===== config.mk =====
export PLATFORM = sky130hd
export DESIGN_NAME = mem_port_arbiter
export DESIGN_NICKNAME = d
export VERILOG_FILES = /design/src/rtl/mem_port_arbiter.sv
export SDC_FILE = /design/constraint.sdc
export NUM_CORES = 1
export LEC_CHECK = 0
export BUFFER_PORTS_ARGS = -buffer_cell sky130_fd_sc_hd__buf_2
export CORE_AREA = 2 2 368 370
export DETAILED_ROUTE_END_ITERATION = 8
export DIE_AREA = 0 0 370 372
export PLACE_DENSITY = 0.3
export RECOVER_POWER = 25
export SLEW_MARGIN = 20
export SYNTH_ARGS = -nofsm -noshare
export SYNTH_HDL_FRONTEND = slang
export SYNTH_HIERARCHICAL = 1
export SYNTH_SLANG_ARGS = --single-unit

===== constraint.sdc =====
create_clock -name clk -period 1.6 [get_ports clk]
set_input_delay 0.48 -clock clk [delete_from_list [all_inputs] [get_ports clk]]
set_output_delay 0.48 -clock clk [all_outputs]
set_load 0.03 [all_outputs]

===== src/rtl/mem_port_arbiter.sv =====
// Two-client arbiter for the shared external memory port (client 0 = icache, client 1 = dcache).
// Optional MEM_ARB_FIXED_PRIO_EN: on a tie client 1 always wins; otherwise round-robin.

module mem_arb_resp_lane #(
  parameter int TAG_BITS  = 5,
  parameter int DATA_BITS = 128,
  parameter int CLIENT    = 0
) (
  input  logic                 mem_resp_valid,
  input  logic [TAG_BITS-1:0]  mem_resp_tag,
  input  logic [DATA_BITS-1:0] mem_resp_data,
  output logic                 resp_valid,
  output logic [TAG_BITS-2:0]  resp_tag,
  output logic [DATA_BITS-1:0] resp_data
);
  // Tag MSB carries the owning client; the rest is the client's own tag.
  assign resp_valid = mem_resp_valid && (mem_resp_tag[TAG_BITS-1] == 1'(CLIENT));
  assign resp_tag   = mem_resp_tag[TAG_BITS-2:0];
  assign resp_data  = mem_resp_data;
endmodule

module mem_port_arbiter #(
  parameter int ADDR_BITS = 28,
  parameter int DATA_BITS = 128,
  parameter int TAG_BITS  = 5,
  parameter int WR_BEATS  = 4
) (
  input  logic                   clk,
  input  logic                   reset,
  input  logic                   c0_req_valid,
  output logic                   c0_req_ready,
  input  logic                   c0_req_rw,
  input  logic [ADDR_BITS-1:0]   c0_req_addr,
  input  logic [TAG_BITS-2:0]    c0_req_tag,
  input  logic                   c0_req_data_valid,
  output logic                   c0_req_data_ready,
  input  logic [DATA_BITS-1:0]   c0_req_data_bits,
  input  logic [DATA_BITS/8-1:0] c0_req_data_mask,
  output logic                   c0_resp_valid,
  output logic [TAG_BITS-2:0]    c0_resp_tag,
  output logic [DATA_BITS-1:0]   c0_resp_data,
  input  logic                   c1_req_valid,
  output logic                   c1_req_ready,
  input  logic                   c1_req_rw,
  input  logic [ADDR_BITS-1:0]   c1_req_addr,
  input  logic [TAG_BITS-2:0]    c1_req_tag,
  input  logic                   c1_req_data_valid,
  output logic                   c1_req_data_ready,
  input  logic [DATA_BITS-1:0]   c1_req_data_bits,
  input  logic [DATA_BITS/8-1:0] c1_req_data_mask,
  output logic                   c1_resp_valid,
  output logic [TAG_BITS-2:0]    c1_resp_tag,
  output logic [DATA_BITS-1:0]   c1_resp_data,
  output logic                   mem_req_valid,
  input  logic                   mem_req_ready,
  output logic                   mem_req_rw,
  output logic [ADDR_BITS-1:0]   mem_req_addr,
  output logic [TAG_BITS-1:0]    mem_req_tag,
  output logic                   mem_req_data_valid,
  input  logic                   mem_req_data_ready,
  output logic [DATA_BITS-1:0]   mem_req_data_bits,
  output logic [DATA_BITS/8-1:0] mem_req_data_mask,
  input  logic                   mem_resp_valid,
  input  logic [TAG_BITS-1:0]    mem_resp_tag,
  input  logic [DATA_BITS-1:0]   mem_resp_data
);
  localparam int NUM_CLIENTS = 2;
  localparam int MASK_BITS   = DATA_BITS/8;
  localparam int CNT_W       = $clog2(WR_BEATS) + 1;

  typedef enum logic [1:0] {IDLE, REQ, WDATA} state_t;

  state_t           state, state_nxt;
  logic             grant, grant_nxt;
  logic             last_grant, last_grant_nxt;
  logic [CNT_W-1:0] beat_cnt, beat_cnt_nxt;

  logic [NUM_CLIENTS-1:0]                 req_valid, req_rw, req_data_valid;
  logic [NUM_CLIENTS-1:0]                 req_ready, req_data_ready;
  logic [NUM_CLIENTS-1:0][ADDR_BITS-1:0]  req_addr;
  logic [NUM_CLIENTS-1:0][TAG_BITS-2:0]   req_tag;
  logic [NUM_CLIENTS-1:0][DATA_BITS-1:0]  req_data_bits;
  logic [NUM_CLIENTS-1:0][MASK_BITS-1:0]  req_data_mask;
  logic [NUM_CLIENTS-1:0]                 resp_valid;
  logic [NUM_CLIENTS-1:0][TAG_BITS-2:0]   resp_tag;
  logic [NUM_CLIENTS-1:0][DATA_BITS-1:0]  resp_data;

  assign req_valid      = {c1_req_valid, c0_req_valid};
  assign req_rw         = {c1_req_rw, c0_req_rw};
  assign req_addr       = {c1_req_addr, c0_req_addr};
  assign req_tag        = {c1_req_tag, c0_req_tag};
  assign req_data_valid = {c1_req_data_valid, c0_req_data_valid};
  assign req_data_bits  = {c1_req_data_bits, c0_req_data_bits};
  assign req_data_mask  = {c1_req_data_mask, c0_req_data_mask};

  assign c0_req_ready      = req_ready[0];
  assign c1_req_ready      = req_ready[1];
  assign c0_req_data_ready = req_data_ready[0];
  assign c1_req_data_ready = req_data_ready[1];

  // Request fields follow the registered grant; valids qualify them.
  assign mem_req_rw        = req_rw[grant];
  assign mem_req_addr      = req_addr[grant];
  assign mem_req_tag       = {grant, req_tag[grant]};
  assign mem_req_data_bits = req_data_bits[grant];
  assign mem_req_data_mask = req_data_mask[grant];

  always_ff @(posedge clk) begin
    if (!reset) begin
      state      <= IDLE;
      grant      <= 1'b0;
      last_grant <= 1'b1;
      beat_cnt   <= '0;
    end else begin
      state      <= state_nxt;
      grant      <= grant_nxt;
      last_grant <= last_grant_nxt;
      beat_cnt   <= beat_cnt_nxt;
    end
  end

  always_comb begin
    state_nxt          = state;
    grant_nxt          = grant;
    last_grant_nxt     = last_grant;
    beat_cnt_nxt       = beat_cnt;
    mem_req_valid      = 1'b0;
    mem_req_data_valid = 1'b0;
    req_ready          = '0;
    req_data_ready     = '0;
    case (state)
      IDLE: begin
        if (|req_valid) begin
          if (&req_valid) begin
`ifdef MEM_ARB_FIXED_PRIO_EN
            grant_nxt = 1'b1;
`else
            grant_nxt = ~last_grant;
`endif
          end else begin
            grant_nxt = req_valid[1];
          end
          last_grant_nxt = grant_nxt;
          state_nxt      = REQ;
        end
      end
      REQ: begin
        mem_req_valid    = 1'b1;
        req_ready[grant] = mem_req_ready;
        if (mem_req_ready) begin
          state_nxt    = req_rw[grant] ? WDATA : IDLE;
          beat_cnt_nxt = '0;
        end
      end
      WDATA: begin
        mem_req_data_valid    = req_data_valid[grant];
        req_data_ready[grant] = mem_req_data_ready;
        if (req_data_valid[grant] && mem_req_data_ready) begin
          if (beat_cnt == CNT_W'(WR_BEATS-1)) begin
            state_nxt    = IDLE;
            beat_cnt_nxt = '0;
          end else begin
            beat_cnt_nxt = beat_cnt + 1'b1;
          end
        end
      end
      default: state_nxt = IDLE;
    endcase
    // Handshakes stay quiet for the whole reset window, even before the first edge.
    if (!reset) begin
      mem_req_valid      = 1'b0;
      mem_req_data_valid = 1'b0;
      req_ready          = '0;
      req_data_ready     = '0;
    end
  end

  for (genvar i = 0; i < NUM_CLIENTS; i++) begin : g_resp
    mem_arb_resp_lane #(
      .TAG_BITS (TAG_BITS),
      .DATA_BITS(DATA_BITS),
      .CLIENT   (i)
    ) u_lane (
      .mem_resp_valid(mem_resp_valid),
      .mem_resp_tag  (mem_resp_tag),
      .mem_resp_data (mem_resp_data),
      .resp_valid    (resp_valid[i]),
      .resp_tag      (resp_tag[i]),
      .resp_data     (resp_data[i])
    );
  end

  assign c0_resp_valid = resp_valid[0];
  assign c1_resp_valid = resp_valid[1];
  assign c0_resp_tag   = resp_tag[0];
  assign c1_resp_tag   = resp_tag[1];
  assign c0_resp_data  = resp_data[0];
  assign c1_resp_data  = resp_data[1];
endmodule


# Word-level counts from Yosys, hierarchy flattened
# Cells that the tools add are included.
# Widths: inputs -> output; s select.
# totals
inputBits	496
elab_cells	62
regBits	7
out_inout_bits	450
# classes
muxes	33
order_cmp	2
reduce_logical	11
n_bitwise	4
add_sub_neg	1
n_eq_ne	7
# ops
cell	n
$mux 128	2
$mux 28	2
$mux 16	2
$mux 2	9
$mux 1	10
$mux 3	3
$mux 4	2
$ne 2x2->1 const B	4
$pmux 2 s3	1
$pmux 3 s2	1
$and 2x2->2	2
$logic_and 1x1->1	4
$reduce_and 2->1	2
$reduce_and 4->1	1
$add 3x1->3 const B	1
$eq 3x2->1 const B	1
$reduce_and 3->1	1
$eq 2x1->1 const B	1
$eq 2x2->1 const B	1
$logic_not 2->1	1
$lt 1x2->1 const B	1
$not 1->1	2
$reduce_bool 2->1	1
$reduce_or 2->1	1
other kinds (2)	2

# Logic depth before layout (Yosys ltp)
# Gate-level depths: netlist of the first run.
# logic_depth
depth_word	7
mapped_depth	4
mapped_depth_nobuf	4

# Hierarchy
# Netlist of the first run, hierarchy kept.
# modules_own_cells
module	cells_each	n_inst	area_per_inst_um2	seq_area_each_um2
mem_port_arbiter	246	1	2603.7	140.1
mem_arb_resp_lane at g_resp[0].u_lane	133	1	1004.7	0.0
mem_arb_resp_lane at g_resp[1].u_lane	133	1	997.2	0.0

# Least setup slack after synthesis of the first run
# OpenSTA, ideal clock, no wires.
# synth_timing
kind	input port to output port
start	input port reset
end	output port c0_req_ready
setup_slack_ps	-245
arrival_time_ps	1365
cell_stages	3
t_required_ps	1120
path_cell_list	and3b_1 -> nand2_1 -> nor2_1
# synth_via
elab_chain_len	1
# synth_rtl
element	line_no	source
from (decl)	29	input logic reset,
$mux 2	170	if (!reset) begin
to (decl)	31	output logic c0_req_ready,
# Every way passes these cells.

# Final worst setup path of the first run
# layout_timing
start	register grant
end	output port mem_req_data_bits[27]
# layout_via
elab_chain_len	2
# layout_rtl
element	line_no	source
from (decl)	74	logic grant, grant_nxt;
from (signal assigned)	116	grant <= grant_nxt;
$mux 128 (not written as such) (2 in series)	105	assign mem_req_data_bits = req_data_bits[grant];
to (decl)	61	output logic [DATA_BITS-1:0] mem_req_data_bits,
# Every way passes these cells. The select of a mux whose other input is x is not followed.

==> results of run 1 <==
[power by group through the flow]
stage / clock network, mW / registers [mW] / logic (mW)
after detailed placement: 0 / 0.203 / 4.16
after CTS: 0.460 / 0.200 / 4.94
after floorplan: 0 / 0.205 / 3.06
final: 0.441 / 0.201 / 4.93
after global placement: 0 / 0.203 / 4.18
after global routing: 0.465 / 0.202 / 5.19
[layer usage]
metal / track usage / vias up
li1: - / 2101
met1: 0.132 / 2306
met2: 0.172 / 728
met3: 0.0621 / 60
met4: 0.00664 / 16
met5: 0 / -
[layout make-up]
class | instances | area (sq um) | area share
inverter | 2 | 7.51 | 0.000787
multi-input combinational | 217 | 2680 | 0.281
timing repair buffer | 599 | 4400 | 0.461
clock buffer | 4 | 78.8 | 0.00826
tap | 1781 | 2230 | 0.233
antenna | 4 | 10.0 | 0.00105
sequential | 7 | 144 | 0.0151
[worst paths after layout]
path / to / slack, ps
min reg2reg: beat_cnt[2] / 430
max reg2reg: beat_cnt[0] / -90
min: beat_cnt[2] / 430
max: mem_req_data_bits[27] / -530
[layout by cell type, fill, tap and decap left out, types with 4 or more instances in the layout]
cell type and count:
buf_2 407, nand2_1 9, diode_2 4, buf_12 13, buf_4 34, clkbuf_16 5, buf_16 8, mux2_2 78
mux2_4 99, dfxtp_1 6, buf_8 14, buf_6 121
[cell families after synthesis]
group                    Yosys count  synth area share
buffers and inverters            288             0.476
multiplexers                     180             0.440
adder cells (fa/ha/maj)            1           0.00272
AO/OA/AOI/OAI                      8            0.0141
flip-flops                         7            0.0304
AND/OR/NAND/NOR                   28            0.0367
[what timing repair did]
action / in CTS / in global routing
setup endpoints to repair: 188 / 188
cloned: 5 / 2
buffers inserted: 16 / 6
pin swaps: 2 / 0
gates resized for setup: 315 / 90
[state kept, by name, summed over array words and instances (netlist names)]
signal	flops
state	2
beat_cnt	3
last_grant	1
grant	1
[critical path, delay by kind of cell (launching register included)]
kind	cells	cell delay (ps)
buffers and inverters	3	590
muxes	1	410
DFF	1	380
==> flow_summary.yaml, run 1 <==
logic_synthesis:
  ys_async_sr_fraction: 0
  synth_seq_cells: 7
  synth_ff_type: "dfxtp_1"
  synth.net_count: 1009
  syn_area_sq_um: 4610
  synth.area.top_cells: "buf_4 45%, mux2_2 43%, dfxtp_1 3.0%"
  synth.top_cells.by_count: "276 x buf_4, 176 x mux2_2, 10 x buf_6"
  yosys.area.top_type: "buf_4"
  yosysMostFrequentCell: "buf_4"
  syn_area_per_cell_sq_um: 9.00
  synthCells: 512
  ys_types: 28
  seq_area_frac_synth: 0.0304
  yosysWarnings: 6
  synth_top_area_frac: 0.450
  synth_edf_count: 0
run:
  drv_cap: 0
global_route:
  grt_pass1_vias: 5745
  antenna_found_initial: 24
  grt_max_degree: 28
  grt_pass1_wl_mm: 89.7
  groute.usage.overall: 0.108
  grt.overflow.total: 0
status:
  violations: "negative setup slack"
  status: "complete, but fails checks"
power:
  p_int_mw: 2.54
  combPwrFrac: 0.885
  vdd_drop_max_mv: 0.214
  power.leakage_nw: 4.04
  switchingPower_mw: 3.04
  finalPower_mw: 5.57
  p_per_area_nw_per_um2: 584
  clkPwrFrac: 0.079
  sw_frac_of_total: 0.545
  seqPwrFrac: 0.036
worst_setup_path:
  crit_path_top_delay_cell: "mux2_2"
  path_cells: "buf_12 -> buf_12 -> mux2_2 -> buf_2"
  cp.arrival_ps: 1650
  reg2regPathDepth: 7
  required_ps: 1120
  cp_slowest_stage_delay_ps: 410
  cp-start-kind: "register"
  r2r-start: "grant"
  worst_path_most_repeated_cell: "buf_12"
  crit_type: "reg2out"
  cp-end-kind: "output pin"
  crit_start: "grant"
  path_max_fanout: 27
sta:
  report.final.hold_viol_count: 0
  max_freq_ghz: 0.469
  slew_headroom: 0.800
  whs_ps: 428
  tns_ps: -80070
  period_share: 1.33
  setup_viol: 187
  rsz0062_at_grt: "yes"
  min_period_ps: 2130
  skew_ps: 3.22
  worstMarginPinSlew_ps: 298
  finalMaxSlewViolations: 0
  finalWorstSetupSlack_ps: -532
floorplan:
  ioPinCount: 946
  start_util: 0.0343
  coreArea_sq_um: 134000
  die_w_um: 370
  die-area_sq_um: 138000
  die_y_um: 372
  num_rows: 135
drt:
  drc: 0
  wl_mm: 79.0
  top_layer: "met5"
  num_vias: 5211
  wl_met3_mm: 10.8
  wl_met1_mm: 32.5
  routedWlPerCell_um: 30.2
  drt_pass1_iterations: 4
  drtAntennaViolNets: 0
  vias_per_cell: 1.99
  drt-initial-drc-count: 156
  wl_met2_mm: 34.7
worst_hold_path:
  min_path_cells: 2
  worstHoldStart: "beat_cnt[2]"
  hp-class: "reg2reg"
clock_tree:
  cts_buffers: 3
  cts.sinks: 7
  cts-root-buf: "clkbuf_16"
  postCtsHoldBufs: 0
  cts_buffer_depth: 2
  h-tree-depth: 1
  clkLatencyLatePin_ps: 230
  clkSlewWorstSetupHoldPaths_ps: 40
  cts_tree: "done"
place:
  place_ws_ps: -651
  placed_cell_area_sq_um: 7740
  dp_hpwl_mm: 74.0
  place_congestion: 0.832
  dp_cells: 2579
  port-buffer-count: 549
finish:
  fill_cells: 15900
  nets: 1327
  final_cells: 2614
  final_core_util: 0.0711
  syn_to_final_growth_pct: 107
  drive_gt1_frac: 0.955
  final_area_sq_um: 9540
No activity file was read; power rests on OpenSTA's default activity.
==> inputs of run 2 (changes only) <==
--- a/config.mk
+++ b/config.mk
@@ -5,7 +5,8 @@
 export SDC_FILE = /design/constraint.sdc
 export NUM_CORES = 1
 export LEC_CHECK = 0
-export BUFFER_PORTS_ARGS = -buffer_cell sky130_fd_sc_hd__buf_2
+export ABC_AREA = 0
+export BUFFER_PORTS_ARGS = -buffer_cell sky130_fd_sc_hd__buf_4
 export CORE_AREA = 2 2 368 370
 export DETAILED_ROUTE_END_ITERATION = 8
 export DIE_AREA = 0 0 370 372
==> flow_summary.yaml, run 2 (same netlist as run 1, synthesis figures left out) <==
drt:
  drt-initial-drc-count: 127
  drc: 0
  drtAntennaViolNets: 0
  num_vias: 5230
  routedWlPerCell_um: 30.7
  vias_per_cell: 2.00
  wl_mm: 80.4
  drt_pass1_iterations: 4
finish:
  syn_to_final_growth_pct: 132
  top_register: "beat_cnt"
  mostFrequentLayoutCell: "buf_4"
  largest_registers: "beat_cnt x3, state x2"
  largest_reg_flops: 3
  drive_gt1_frac: 0.956
  final_core_util: 0.0797
  fill_cells: 15800
  final_cell_mix: "455 x buf_4, 108 x mux2_4, 91 x buf_6"
  nets: 1335
clock_tree:
  postCtsHoldBufs: 0
  cts_buffer_depth: 2
  clkSlewWorstSetupHoldPaths_ps: 40
  h-tree-depth: 1
  cts-root-buf: "clkbuf_16"
  cts.sinks: 7
  cts_buffers: 3
  cts_tree: "done"
  clkLatencyLatePin_ps: 230
worst_setup_path:
  reg2regPathDepth: 6
  path_max_fanout: 15
  cp-end-kind: "output pin"
  r2r-start: "grant"
  crit_end: "mem_req_data_bits[44]"
  required_ps: 1120
  cp-start-kind: "register"
  crit_start: "grant"
  crit_type: "reg2out"
  rrSetupSlack_ps: -130
  reg2reg_to: "state[1]"
  cp.arrival_ps: 1680
status:
  status: "complete, but fails checks"
  violations: "negative setup slack"
sta:
  max_freq_ghz: 0.463
  finalMaxSlewViolations: 0
  setup_viol: 186
  slew_headroom: 0.820
  skew_ps: 1.84
  worstMarginPinSlew_ps: 269
  report.final.hold_viol_count: 0
  rsz0062_at_grt: "yes"
  finalWorstSetupSlack_ps: -561
  period_share: 1.35
  min_period_ps: 2160
place:
  place_congestion: 0.815
  dp_hpwl_mm: 75.3
  port-buffer-count: 549
floorplan:
  die_w_um: 370
  die-area_sq_um: 138000
  die_y_um: 372
  ioPinCount: 946
  start_util: 0.0343
  num_rows: 135
  coreArea_sq_um: 134000
power:
  vdd_drop_max_mv: 0.241
  p_per_area_nw_per_um2: 555
  finalPower_mw: 5.94
  power.leakage_nw: 4.48
global_route:
  grt_pass1_wl_mm: 91.8
  groute.usage.overall: 0.110
  antenna_found_initial: 10
  grt_pass1_vias: 5802
  grt_max_degree: 19
  grt.overflow.total: 0
run:
  drv_cap: 0
worst_hold_path:
  hp-class: "reg2reg"
## run 2: cell count changes in the layout (fill, tap and decap cells not counted), sizes merged
cell,previous run,this run
buf,597,606
clkbuf,6,5
diode,4,1
## run 2: layout make-up
class / count / area (sq um) / area share
clock buffers: 4 / 78.8 / 0.00737
repair buffers: 607 / 5520 / 0.516
flip-flops and latches: 7 / 145 / 0.0136
multi-input cells: 217 / 2720 / 0.254
inverters: 2 / 7.51 / 0.000702
well taps: 1781 / 2230 / 0.208
diodes: 1 / 2.50 / 0.000234
## run 2: report_power, final
group          total, mW  switching, mW  internal [mW]
clock network      0.436          0.104          0.332
logic               5.29           2.90           2.40
registers          0.206         0.0174          0.189
total               5.94           3.02           2.92
## run 2: per-stage QoR
step	instance area (sq um)	std cells	setup TNS [ps]	setup slack [ps]	hold WS, ps
2_1_floorplan	4620	512	-18.5	-18.5	407
3_3_place_gp	9180	2592	-46670	-465	426
3_5_place_dp	9180	2592	-47420	-468	430
4_1_cts	10300	2616	-91740	-610	436
5_1_grt	10700	2619	-94500	-608	467
6_report	10700	2619	-84910	-561	438
## run 2: worst max-delay path: stages, from the launching register on
cell and delay (ps):
dfxtp_4 430, buf_12 190, buf_12 200, mux2_2 390
buf_4 180
## run 2: worst min path at each step
stage,slack (ps),end,startpoint,depth (start not counted)
2_1_floorplan,410,beat_cnt[2],beat_cnt[2],2
3_3_place_gp,430,beat_cnt[2],beat_cnt[2],2
3_5_place_dp,430,beat_cnt[2],beat_cnt[2],2
4_1_cts,440,beat_cnt[2],beat_cnt[2],2
5_1_grt,470,beat_cnt[2],beat_cnt[2],2
6_report,440,beat_cnt[2],beat_cnt[2],2
## run 2: routing by layer
layer  track usage  share of wire
met1         0.131           0.41
met2         0.172           0.44
met3        0.0679           0.14
met4       0.00891         0.0079
met5             0        0.00076
## run 2: what timing repair did
action | in CTS | in global routing
buffers inserted | 16 | 4
endpoints found under the setup margin | 187 | 188
gates cloned | 4 | 2
endpoints found under the hold margin | 0 | 0
pin swaps | 1 | 0
resized for setup | 206 | 106
